<file path="src/rtl/logic_pkg.sv">
// Shared helpers for the logic_basic_* stream blocks.
package logic_pkg;

  // Counter width for a count range of n values; never narrower than one bit.
  function automatic int logic_clog2_min1(input int n);
    return (n <= 1) ? 1 : $clog2(n);
  endfunction

endpackage

</file>
<file path="src/rtl/logic_basic_downsizer.sv">
// Width downsizer: one WIDTH*RATIO-bit rx word out as RATIO WIDTH-bit tx beats, LS slice first.
// tx outputs come straight from registers; rx_tready depends only on state and tx_tready.
module logic_basic_downsizer
  import logic_pkg::*;
#(
  parameter int WIDTH = 1,
  parameter int RATIO = 2
) (
  input  logic                   aclk,
  input  logic                   areset_n,
  input  logic                   rx_tvalid,
  input  logic [WIDTH*RATIO-1:0] rx_tdata,
  output logic                   rx_tready,
  input  logic                   tx_tready,
  output logic                   tx_tvalid,
  output logic [WIDTH-1:0]       tx_tdata,
  output logic                   tx_tlast
);

  localparam int            CW     = logic_clog2_min1(RATIO);
  localparam logic [CW-1:0] C_LAST = CW'(RATIO - 1);

  logic [RATIO-1:0][WIDTH-1:0] word_q;
  logic [CW-1:0]               cnt_q;
  logic                        vld_q;
  logic                        last_beat;
  logic                        rx_hs;
  logic                        tx_hs;

  assign last_beat = (cnt_q == C_LAST);
  assign rx_tready = !vld_q || (tx_tready && last_beat);
  assign rx_hs     = rx_tvalid && rx_tready;
  assign tx_hs     = vld_q && tx_tready;

  // A new word overrides the counter update, so last beat + accept has no bubble.
  always_ff @(posedge aclk) begin
    if (!areset_n) begin
      word_q <= '0;
      cnt_q  <= '0;
      vld_q  <= 1'b0;
    end else if (rx_hs) begin
      word_q <= rx_tdata;
      cnt_q  <= '0;
      vld_q  <= 1'b1;
    end else if (tx_hs) begin
      if (last_beat) begin
        cnt_q <= '0;
        vld_q <= 1'b0;
      end else begin
        cnt_q <= cnt_q + CW'(1);
      end
    end
  end

  generate
    if (RATIO == 1) begin : g_pass
      assign tx_tdata = word_q[0];
    end else begin : g_mux
      assign tx_tdata = word_q[cnt_q];
    end
  endgenerate

  assign tx_tvalid = vld_q;
  assign tx_tlast  = vld_q && last_beat;

endmodule

</file>
<file path="config.mk">
export PLATFORM = sky130hd
export DESIGN_NAME = logic_basic_downsizer
export DESIGN_NICKNAME = d
export VERILOG_FILES = /design/src/rtl/logic_pkg.sv /design/src/rtl/logic_basic_downsizer.sv
export SDC_FILE = /design/constraint.sdc
export NUM_CORES = 1
export LEC_CHECK = 0
export BUFFER_PORTS_ARGS = -buffer_cell sky130_fd_sc_hd__buf_2
export CELL_PAD_IN_SITES_DETAIL_PLACEMENT = 2
export CELL_PAD_IN_SITES_GLOBAL_PLACEMENT = 2
export CORE_AREA = 4 4 41 43
export CTS_CLUSTER_DIAMETER = 120
export DETAILED_ROUTE_END_ITERATION = 10
export DIE_AREA = 0 0 45 47
export PLACE_DENSITY = 0.59
export SYNTH_ARGS = -nofsm -noshare
export SYNTH_HDL_FRONTEND = slang
export SYNTH_SLANG_ARGS = --single-unit
</file>
<file path="constraint.sdc">
create_clock -name aclk -period 3.3 [get_ports aclk]
set_clock_uncertainty 0.2 [all_clocks]
set_input_delay 0.165 -clock aclk [delete_from_list [all_inputs] [get_ports aclk]]
set_output_delay 0.165 -clock aclk [all_outputs]
set_load 0.1 [all_outputs]
</file>
Word level (Yosys, flattened, before mapping)
Index checks and enable logic that the tools add are counted.
- flip-flop bits (word level): 4
- logic and storage cells: 23
- add/sub/neg operators: 1
- magnitude comparators: 1
- muxes and demuxes: 6
- bitwise operators: 1
- reductions and logical operators: 10
- operator list (kind ; count):
    $mux W1 ; 6
    $logic_and A1 B1 Y1 ; 4
    $reduce_bool A2 Y1 ; 2
    $lt A1 B2 Y1 const B ; 1
    $reduce_and A2 Y1 ; 1
    $reduce_or A2 Y1 ; 1
    $add A1 B1 Y1 const B ; 1
    $logic_not A1 Y1 ; 1
    $logic_or A1 B1 Y1 ; 1
    $not A1 Y1 ; 1

Longest topological paths before layout
- word-level depth: 5
- depth in mapped cells: 3
- gate-level depth less buffers: 3

Worst setup path after synthesis
Ideal clock, no wire load.
- path type: register -> output
- from: register vld_q (netlist: tx_tvalid)
- to: output rx_tready
- arrival: 1.692 ns
- required time: 2.935 ns
- setup slack: 1.243 ns
- stages on the path, launching flop included: 3
- cell sequence: dfxtp_1 -> a21boi_2 -> inv_1
- cells in the longest elaborated chain, start to end: 2
- ends and longest elaborated chain (element ; RTL line ; text):
    from (decl) ; logic_basic_downsizer.sv:25 ; logic vld_q;
    from (signal assigned) ; logic_basic_downsizer.sv:40 ; vld_q <= 1'b0;
    from (signal assigned) ; logic_basic_downsizer.sv:44 ; vld_q <= 1'b1;
    from (signal assigned) ; logic_basic_downsizer.sv:48 ; vld_q <= 1'b0;
    $logic_not A1 Y1 ; logic_basic_downsizer.sv:31 ; assign rx_tready = !vld_q || (tx_tready && last_beat);
    $logic_or A1 B1 Y1 ; logic_basic_downsizer.sv:31 ;
    to (decl) ; logic_basic_downsizer.sv:13 ; output logic rx_tready,
Every way passes these cells.

Final worst setup path
- from: register cnt_q
- to: output tx_tdata
- cells in the longest elaborated chain, start to end: 2
- ends and longest elaborated chain (element ; RTL line ; text):
    from (decl) ; logic_basic_downsizer.sv:24 ; logic [CW-1:0] cnt_q;
    from (signal assigned) ; logic_basic_downsizer.sv:50 ; cnt_q <= cnt_q + CW'(1);
    $mux W1 (not written as such) (2 in series) ; logic_basic_downsizer.sv:59 ; assign tx_tdata = word_q[cnt_q];
    to (decl) ; logic_basic_downsizer.sv:16 ; output logic [WIDTH-1:0] tx_tdata,
Every way passes these cells. The select of a mux whose other input is x is not followed.

==> impl_results.md <==
- Crit end category: output pin
- Number of setup violations in the final report: 0
- Cts repair resizes: 0
- Layout cell share with drive strength beyond 1: 45.7%
- Synth Instances: 20
- Setup CP Type: reg2out
- Fmax: 0.605 GHz
- Reg2Reg Depth: 3
- Setup TNS: 0 ns
- Core Util, Final: 23.8%
- Core footprint: 1300 um2
- Reg2Reg Setup Slack: 2.13 ns
- Via-per-instance ratio: 3.96
- CTS Buf Count: 3
- Worst Hold Path Cells: 2
- Final Hold Vio Count: 0
- DRC errors left: 0
- CTS clk-pin slew, worst paths: 0.04 ns
- Yosys warns: 0
- CP Capture Point: tx_tdata
- Worst Hold Class: in2reg
- DR WL/cell: 10.2 um
- Worst-path fanout max: 5
- Antenna viol nets, final: 0
- DR iter-0 viols: 2
- GR Util All Layers: 6.55%
- Overall power: 0.159 mW
- Fillers: 161
- IO Count: 10
- Port bufs: 9
- Vias in the first global route: 213
- Area growth from synthesis to final layout: 60.4%
- DRT Pass-1 Iters: 2
- H-tree Lvls: 1
- Pwr Density: 513 nW/um2
- CTS tree: yes
- R2R Path End: word_q[1]
- Worst reg2reg startpoint: tx_tvalid
- RSZ-0062 raised after global routing: no
- Worst vdd ir: 0.244 mV
- Critical Path Start: cnt_q
- Total wire length: 509 um
- Max Cap Viol: 0
- Area occupied by registers: 80.1 um2
- Worst-margin pin slew: 0.490 ns
- Req. time, crit path: 2.93 ns
- Largest net degree at the start of global routing: 7
- Final worst path period need: 1.65 ns
- CTS root buf: clkbuf_4
- Skew-Pair Late Insertion Delay: 0.23 ns
- First-pass GRT wire length: 903 um
- Syn Area/Cell: 9.63 um2
- Die width: 45 um
- Most common cell after layout, fill and taps aside: buf_2
- Die area: 2120 um2
- Site row count: 13
- Status: finished clean
- Crit path DAT: 1.29 ns
- Sink Count: 4
- Mapped cell area: 193 um2
- Fin crit share: 50.1%
- Leading cell types in the layout, fill and taps excluded: buf_2 (9), nand2_1 (4), dfxtp_1 (4)
- Starting density of the core: 14.8%
- CP Launch Type: flip-flop
- Pins Over Slew Limit: 0
- Clock Path Buffers: 2
- Slew HR: 67.6%
- Final GP Congestion: 0.647
- Number of synthesized register bits: 4
- Nets: 43
- Distinct cell type count of the synthesized netlist: 13
- Area of the multi-input gates: 109 um2
- Mapped Nets: 26
- Initial antenna violation count: 0
- Vias: 198
- Number of diodes: 0
- LEAKAGE: 0.144 nW
- Remaining global-route overflow: 0
- Register area share after synthesis: 41.6%
- Die height: 47 um
-- logic make-up (layout without fill, tap and decap cells) --
kind of cell	after synthesis	count (layout)	share of synthesized area (%)
buffers and inverters	1	16	1.95
muxes	3	3	16.2
AOI/OAI and AO/OA	3	3	12.3
and+or+nand+nor	8	8	23.4
xor gates and xnor gates	1	1	4.55
DFF	4	4	41.6
-- how the worst min path moves through the flow --
stage	startpoint	to	slack, ns
after floorplan	areset_n	tx_tvalid	0.08
after global placement	rx_tvalid	tx_tvalid	0.21
after detailed placement	rx_tvalid	tx_tvalid	0.21
after CTS	areset_n	tx_tvalid	0.009
after global routing	areset_n	tx_tvalid	0.01
final	areset_n	tx_tvalid	0.01
-- metal layers --
metal  share of wire, %  vias up  GRT usage [%]
met5                  0        -              0
met3                 15        0           6.51
met1                 43       90           6.11
li1                   -       96              -
met2                 42       12           9.32
met4                  0        0           3.51
-- power breakdown --
group          leakage [nW]  internal (mW)  switching [mW]
Clock                0.0138         0.0407          0.0203
Sequential           0.0330         0.0518         0.00261
Combinational        0.0977         0.0125          0.0306
-- through the flow --
stage | hold WS [ns] | setup WS (ns) | cell area, um2 | cells
floorplan | 0.0827 | 1.24 | 193 | 20
global placement | 0.207 | 1.91 | 256 | 44
detailed placement | 0.214 | 1.88 | 256 | 44
CTS | 0.00933 | 1.63 | 309 | 50
global route | 0.00991 | 1.59 | 309 | 50
finish | 0.0113 | 1.65 | 309 | 50
-- flip-flops by register name (all words and copies together) (netlist names) --
| signal | cells |
|---|---|
| cnt_q | 1 |
| tx_tvalid | 1 |
| word_q | 2 |
-- synth_stat cells --
cell type	n	share of area (%)
nor2b_2	1	4.5
o21a_1	1	3.9
xor2_1	1	4.5
nor2b_1	1	3.2
nand2_1	4	7.8
a21oi_1	1	2.6
and2_2	1	3.9
mux2i_1	2	10
mux2_2	1	5.8
dfxtp_1	4	42
a21boi_2	1	5.8
inv_1	1	1.9
nor3b_1	1	3.9
-- area by class of cell --
class                      count  share of cell area [%]
sequential                     4                    25.9
clock buffer                   3                    7.29
multi-input combinational     15                    35.2
inverter                       1                    1.21
tap                           15                    6.07
timing repair buffer          12                    24.3
-- repair_timing --
item,4_1_cts,5_1_grt
setup endpoints to repair,0,0
hold buffers,3,0
hold endpoints to repair,3,0
buffers inserted,0,0
-- critical path: stages (launching register included) --
cell and delay [ns]:
dfxtp_1 0.40, mux2_2 0.36, buf_2 0.29
(Power assumes the default switching activity.)
